## src/rtl/seq_pair_tx.sv

```systemverilog
// Two-wire symbol transmitter feeding the x1/x2 sequence detector pair.
// Optional even-parity slot enabled by defining SEQ_PAIR_TX_PARITY_EN.
module seq_pair_tx #(
  parameter int DATA_W   = 8,
  parameter int SLOT_CYC = 4
) (
  input  logic              clk,
  input  logic              rst,
  input  logic [DATA_W-1:0] tx_data,
  input  logic              tx_valid,
  output logic              tx_ready,
  output logic              x1,
  output logic              x2,
  output logic              busy
);

  localparam int CW = (SLOT_CYC > 1) ? $clog2(SLOT_CYC) : 1;
  localparam int IW = (DATA_W > 1) ? $clog2(DATA_W) : 1;
  localparam logic [CW-1:0] CNT_LAST = CW'(SLOT_CYC - 1);
  localparam logic [IW-1:0] IDX_LAST = IW'(DATA_W - 1);

  typedef enum logic [2:0] {
    S_IDLE,
    S_START,
    S_GUARD,
    S_DATA,
    S_PARITY,
    S_STOP
  } state_t;

  state_t            state, nxt_state;
  logic [CW-1:0]     cnt, nxt_cnt;
  logic [IW-1:0]     idx, nxt_idx;
  logic [DATA_W-1:0] sh, nxt_sh;
  logic              flag, nxt_flag;
  logic              nxt_x1, nxt_x2;
  logic              slot_end;
`ifdef SEQ_PAIR_TX_PARITY_EN
  logic              par_q;
`endif

  assign slot_end = (cnt == CNT_LAST);
  assign tx_ready = (state == S_IDLE);
  assign busy     = (state != S_IDLE);

  always_ff @(posedge clk or posedge rst) begin
    if (rst) begin
      state <= S_IDLE;
      cnt   <= '0;
      idx   <= '0;
      sh    <= '0;
      flag  <= 1'b0;
      x1    <= 1'b0;
      x2    <= 1'b0;
`ifdef SEQ_PAIR_TX_PARITY_EN
      par_q <= 1'b0;
`endif
    end else begin
      state <= nxt_state;
      cnt   <= nxt_cnt;
      idx   <= nxt_idx;
      sh    <= nxt_sh;
      flag  <= nxt_flag;
      x1    <= nxt_x1;
      x2    <= nxt_x2;
`ifdef SEQ_PAIR_TX_PARITY_EN
      if (tx_ready && tx_valid)
        par_q <= ^tx_data;
`endif
    end
  end

  always_comb begin
    nxt_state = state;
    nxt_cnt   = cnt;
    nxt_idx   = idx;
    nxt_sh    = sh;
    nxt_flag  = flag;
    if (state != S_IDLE)
      nxt_cnt = slot_end ? '0 : cnt + 1'b1;
    unique case (state)
      S_IDLE: begin
        if (tx_valid) begin
          nxt_state = S_START;
          nxt_sh    = tx_data;
          nxt_flag  = 1'b0;
          nxt_cnt   = '0;
          nxt_idx   = '0;
        end
      end
      S_START:
        if (slot_end) nxt_state = S_GUARD;
      S_GUARD:
        if (slot_end) nxt_state = S_DATA;
      S_DATA: begin
        if (slot_end) begin
          // flag flips after each one so repeated ones still toggle a line
          nxt_sh   = sh << 1;
          nxt_flag = flag ^ sh[DATA_W-1];
          nxt_idx  = idx + 1'b1;
          if (idx == IDX_LAST) begin
            nxt_idx   = '0;
`ifdef SEQ_PAIR_TX_PARITY_EN
            nxt_state = S_PARITY;
`else
            nxt_state = S_STOP;
`endif
          end
        end
      end
`ifdef SEQ_PAIR_TX_PARITY_EN
      S_PARITY: begin
        if (slot_end) begin
          nxt_flag  = flag ^ par_q;
          nxt_state = S_STOP;
        end
      end
`endif
      S_STOP:
        if (slot_end) nxt_state = S_IDLE;
      default:
        nxt_state = S_IDLE;
    endcase
  end

  // Symbol for the state being entered, so lines move with the state edge
  always_comb begin
    nxt_x1 = 1'b0;
    nxt_x2 = 1'b0;
    unique case (1'b1)
      (nxt_state == S_START),
      (nxt_state == S_STOP): begin
        nxt_x1 = 1'b1;
        nxt_x2 = 1'b1;
      end
      (nxt_state == S_DATA): begin
        if (nxt_sh[DATA_W-1]) begin
          nxt_x1 = nxt_flag;
          nxt_x2 = ~nxt_flag;
        end
      end
`ifdef SEQ_PAIR_TX_PARITY_EN
      (nxt_state == S_PARITY): begin
        if (par_q) begin
          nxt_x1 = nxt_flag;
          nxt_x2 = ~nxt_flag;
        end
      end
`endif
      default: ;
    endcase
  end

endmodule
```

## config.mk

```make
export PLATFORM = sky130hd
export DESIGN_NAME = seq_pair_tx
export DESIGN_NICKNAME = d
export VERILOG_FILES = /design/src/rtl/seq_pair_tx.sv
export SDC_FILE = /design/constraint.sdc
export NUM_CORES = 1
export LEC_CHECK = 0
export ABC_CLOCK_PERIOD_IN_PS = 2000
export CORE_AREA = 10 10 57 59
export CTS_CLUSTER_DIAMETER = 80
export DETAILED_ROUTE_END_ITERATION = 10
export DIE_AREA = 0 0 67 69
export PLACE_DENSITY = 0.66
export SLEW_MARGIN = 20
export SYNTH_ARGS = -nofsm -noshare
export SYNTH_HDL_FRONTEND = slang
export SYNTH_SLANG_ARGS = --single-unit
export TNS_END_PERCENT = 1
```

## constraint.sdc

```tcl
create_clock -name clk -period 2 [get_ports clk]
set_clock_uncertainty 0.15 [all_clocks]
set_input_delay 0.4 -clock clk [delete_from_list [all_inputs] [get_ports clk]]
set_output_delay 0.4 -clock clk [all_outputs]
set_load 0.01 [all_outputs]
```

==> impl_metrics.toml <==
[worst_setup_path]
critical_path_class = "reg -> reg"
r2r-start = "state[0]$_DFF_PP0_"
worstPathMaxFanout = 5
r2r-end = "x1$_DFF_PP0_"
timing.critical_path.from_type = "flop"
worst_ep_required_time_ps = 2040
critPathCaptureType = "flop"
reg2reg_depth = 4
setup.reg_to_reg.worst_slack_ps = 50
cp.arrival_ps = 1990

[clocking]
clkLatencyLatePin_ps = 300
ctsHoldBuffers = 0
cts.htree.levels = 1
cts_tree = "done"
cts_inserted_buffers = 3
clk_pin_slew_ps = 110
clockRootBuffer = "sky130_fd_sc_hd__clkbuf_4"
number_of_buffers_on_the_longest_clock_path = 2
cts_num_sinks = 19
post_cts_buffers = 0

[synth]
synth-seq-cells = 19
synthesis.area_per_instance_um2 = 9.98
synth_enable_flop_cells = 0
synth_top_area_share_pct = 50.7
synth.top_cells.by_count = "sky130_fd_sc_hd__nand2_1, sky130_fd_sc_hd__dfrtp_1, sky130_fd_sc_hd__a22oi_1, sky130_fd_sc_hd__nor2_1"
synthArstFlopShare_pct = 100
dominantRegCellSynth = "sky130_fd_sc_hd__dfrtp_1"
synthCells = 94
yosys.cell_count.top_type = "sky130_fd_sc_hd__nand2_1"
synthesis.nets = 108
netlist.top_cell.by_area = "sky130_fd_sc_hd__dfrtp_1"
yosysUniqueCellTypes = 29
yosysSeqAreaShare_pct = 50.7
ys_warn_count = 0
ys_top_cells_by_area = "sky130_fd_sc_hd__dfrtp_1, sky130_fd_sc_hd__nand2_1, sky130_fd_sc_hd__a22oi_1"
post_synth_instance_area_um2 = 938

[sta]
final_period_minus_worst_setup_slack_ps = 1950
finalSetupViolCount = 0
rsz0062_at_grt = "true"
timing.final.hold_violations = 0
timing_worst_slew_pin_value_ps = 465
maxClockFrequency_ghz = 0.513
slew_violations = 0
max-slew-margin-rel_pct = 68.9
final_min_period_over_clock_period_pct = 97.4
holdWs_ps = 254

[status]
outcome = "complete, no violations"

[grt]
groute.usage.overall_pct = 8.94
antenna_found_initial = 0
vias_in_the_first_global_route = 740
grt_max_degree = 20
grt_overflow_total = 0
grt_pass1_wl_um = 3350

[floorplanning]
initial_core_util_pct = 43.7
die_width_um = 67
ios = 15
die_area_um2 = 4620
die_height_um = 69
rows = 17
core_area_um2 = 2150

[placement]
gp_congestion = 0.773
numPortBuffers = 14
post_dp_hpwl_um = 1420
placedCellCount = 139

[power]
switching_share_pct = 36.7
switchingPower_uw = 526
leakage_power_uw = 0.000547
power.density_nw_per_um2 = 1220
p_int_uw = 908
sequential_group_share_of_total_power_pct = 43.6
vdd.ir_drop.worst_mv = 0.699
logic_gate_share_of_total_power_pct = 42.8
clock_power_share_pct = 13.5

[cells_and_area]
finalNetCount = 130
number_of_fill_cells = 204
finish.cell_count_without_fillers = 143
ratio_of_cells_with_drive_above_1_in_the_final_layout_pct = 14.8
antenna_cells = 0
layout.area.seq_um2 = 475
multiInputGateArea_um2 = 423
syn_to_final_growth_pct = 25.2

[routing]
total_routed_wirelength_um = 1890
drt_pre_antenna_iters = 4
detail_route.drc_violations = 0
ant_nets = 0
via_per_inst = 5.08
routed-via-count = 727
detail_route.wl_per_cell_um = 13.2
initialDrtViolationCount = 16

[flow_run]
cap_viol_max_count = 0

[min_path]
hold_path.class = "in -> async"
layout by cell type (no fill, tap or decap), types with 5 or more instances in the layout:
cell / netlist / routed
sky130_fd_sc_hd__inv_1: 5 / 5
sky130_fd_sc_hd__o21ai_0: 5 / 5
sky130_fd_sc_hd__a22oi_1: 6 / 6
sky130_fd_sc_hd__nor2_1: 6 / 6
sky130_fd_sc_hd__nand2_1: 21 / 21
sky130_fd_sc_hd__buf_4: 0 / 8
sky130_fd_sc_hd__dfrtp_1: 19 / 19
sky130_fd_sc_hd__clkdlybuf4s50_1: 0 / 11
layout make-up:
type	count	area share, %
Timing Repair Buffer	22	16.7
Multi-Input combinational cell	65	36.0
Clock buffer	4	2.24
Inverter	5	1.60
Tap cell	28	2.98
Sequential cell	19	40.5
power by group through the flow:
stage / clock, µW / combinational, µW / sequential, µW
6_report: 194 / 614 / 625
5_1_grt: 224 / 705 / 647
4_1_cts: 206 / 621 / 624
3_5_place_dp: 0 / 621 / 629
3_3_place_gp: 0 / 604 / 628
2_1_floorplan: 0 / 452 / 613
per-stage QoR:
step | util (%) | setup TNS (ps) | area (µm²) | power, µW | worst slack (ps)
floorplan | - | 0 | 938 | 1070 | 85.7
global placement | 53.4 | -1080 | 1150 | 1230 | -374
detailed placement | 53.4 | -1430 | 1150 | 1250 | -424
CTS | 54.7 | 0 | 1170 | 1450 | 43.0
global route | 54.7 | -7.10 | 1170 | 1580 | -7.10
finish | 54.7 | 0 | 1170 | 1430 | 51.5
sequential cells by signal, summed over array words and instances, names as in the netlist:
signal,flops
sh,8
flag,1
idx,3
cnt,2
x2,1
x1,1
state,3
worst max-delay path, cell delays in order (launching register included):
cell	delay (ps)
sky130_fd_sc_hd__dfrtp_1	440
sky130_fd_sc_hd__or4b_4	540
sky130_fd_sc_hd__and2_4	160
sky130_fd_sc_hd__a221o_1	330
sky130_fd_sc_hd__a32o_1	230
how the worst max path moves through the flow:
| stage | from | endpoint | slack (ps) | cells past startpoint |
|---|---|---|---|---|
| floorplan | state[2]$_DFF_PP0_ | x1$_DFF_PP0_ | 90 | 5 |
| global placement | tx_valid | x2$_DFF_PP0_ | -370 | 5 |
| detailed placement | tx_valid | x2$_DFF_PP0_ | -420 | 5 |
| CTS | state[0]$_DFF_PP0_ | x1$_DFF_PP0_ | 40 | 4 |
| global route | state[1]$_DFF_PP0_ | x1$_DFF_PP0_ | -7 | 4 |
| finish | state[0]$_DFF_PP0_ | x1$_DFF_PP0_ | 50 | 4 |
what timing repair did:
| item | in CTS | in global routing |
|---|---|---|
| endpoints found under the hold margin | 0 | 0 |
| pin swaps | 1 | 0 |
| setup endpoints to repair | 4 | 1 |
| gates resized for setup | 4 | 0 |
per-layer routing:
metal	share of wire, %	track usage (%)	vias up
met5	0	0	-
met4	1.8	4.07	0
met3	3.9	3.70	5
met2	45	12.1	10
met1	49	11.8	337
li1	-	-	375
cell families after synthesis:
group	after synthesis	share of synthesized area, %
and+or+nand+nor	38	21.5
adders and majority gates	3	4.00
xor gates and xnor gates	1	0.934
buffers and inverters	10	4.80
AOI/OAI and AO/OA	22	17.1
DFF	19	50.7
muxes	1	1.07
No activity file was read; power rests on OpenSTA's default activity.
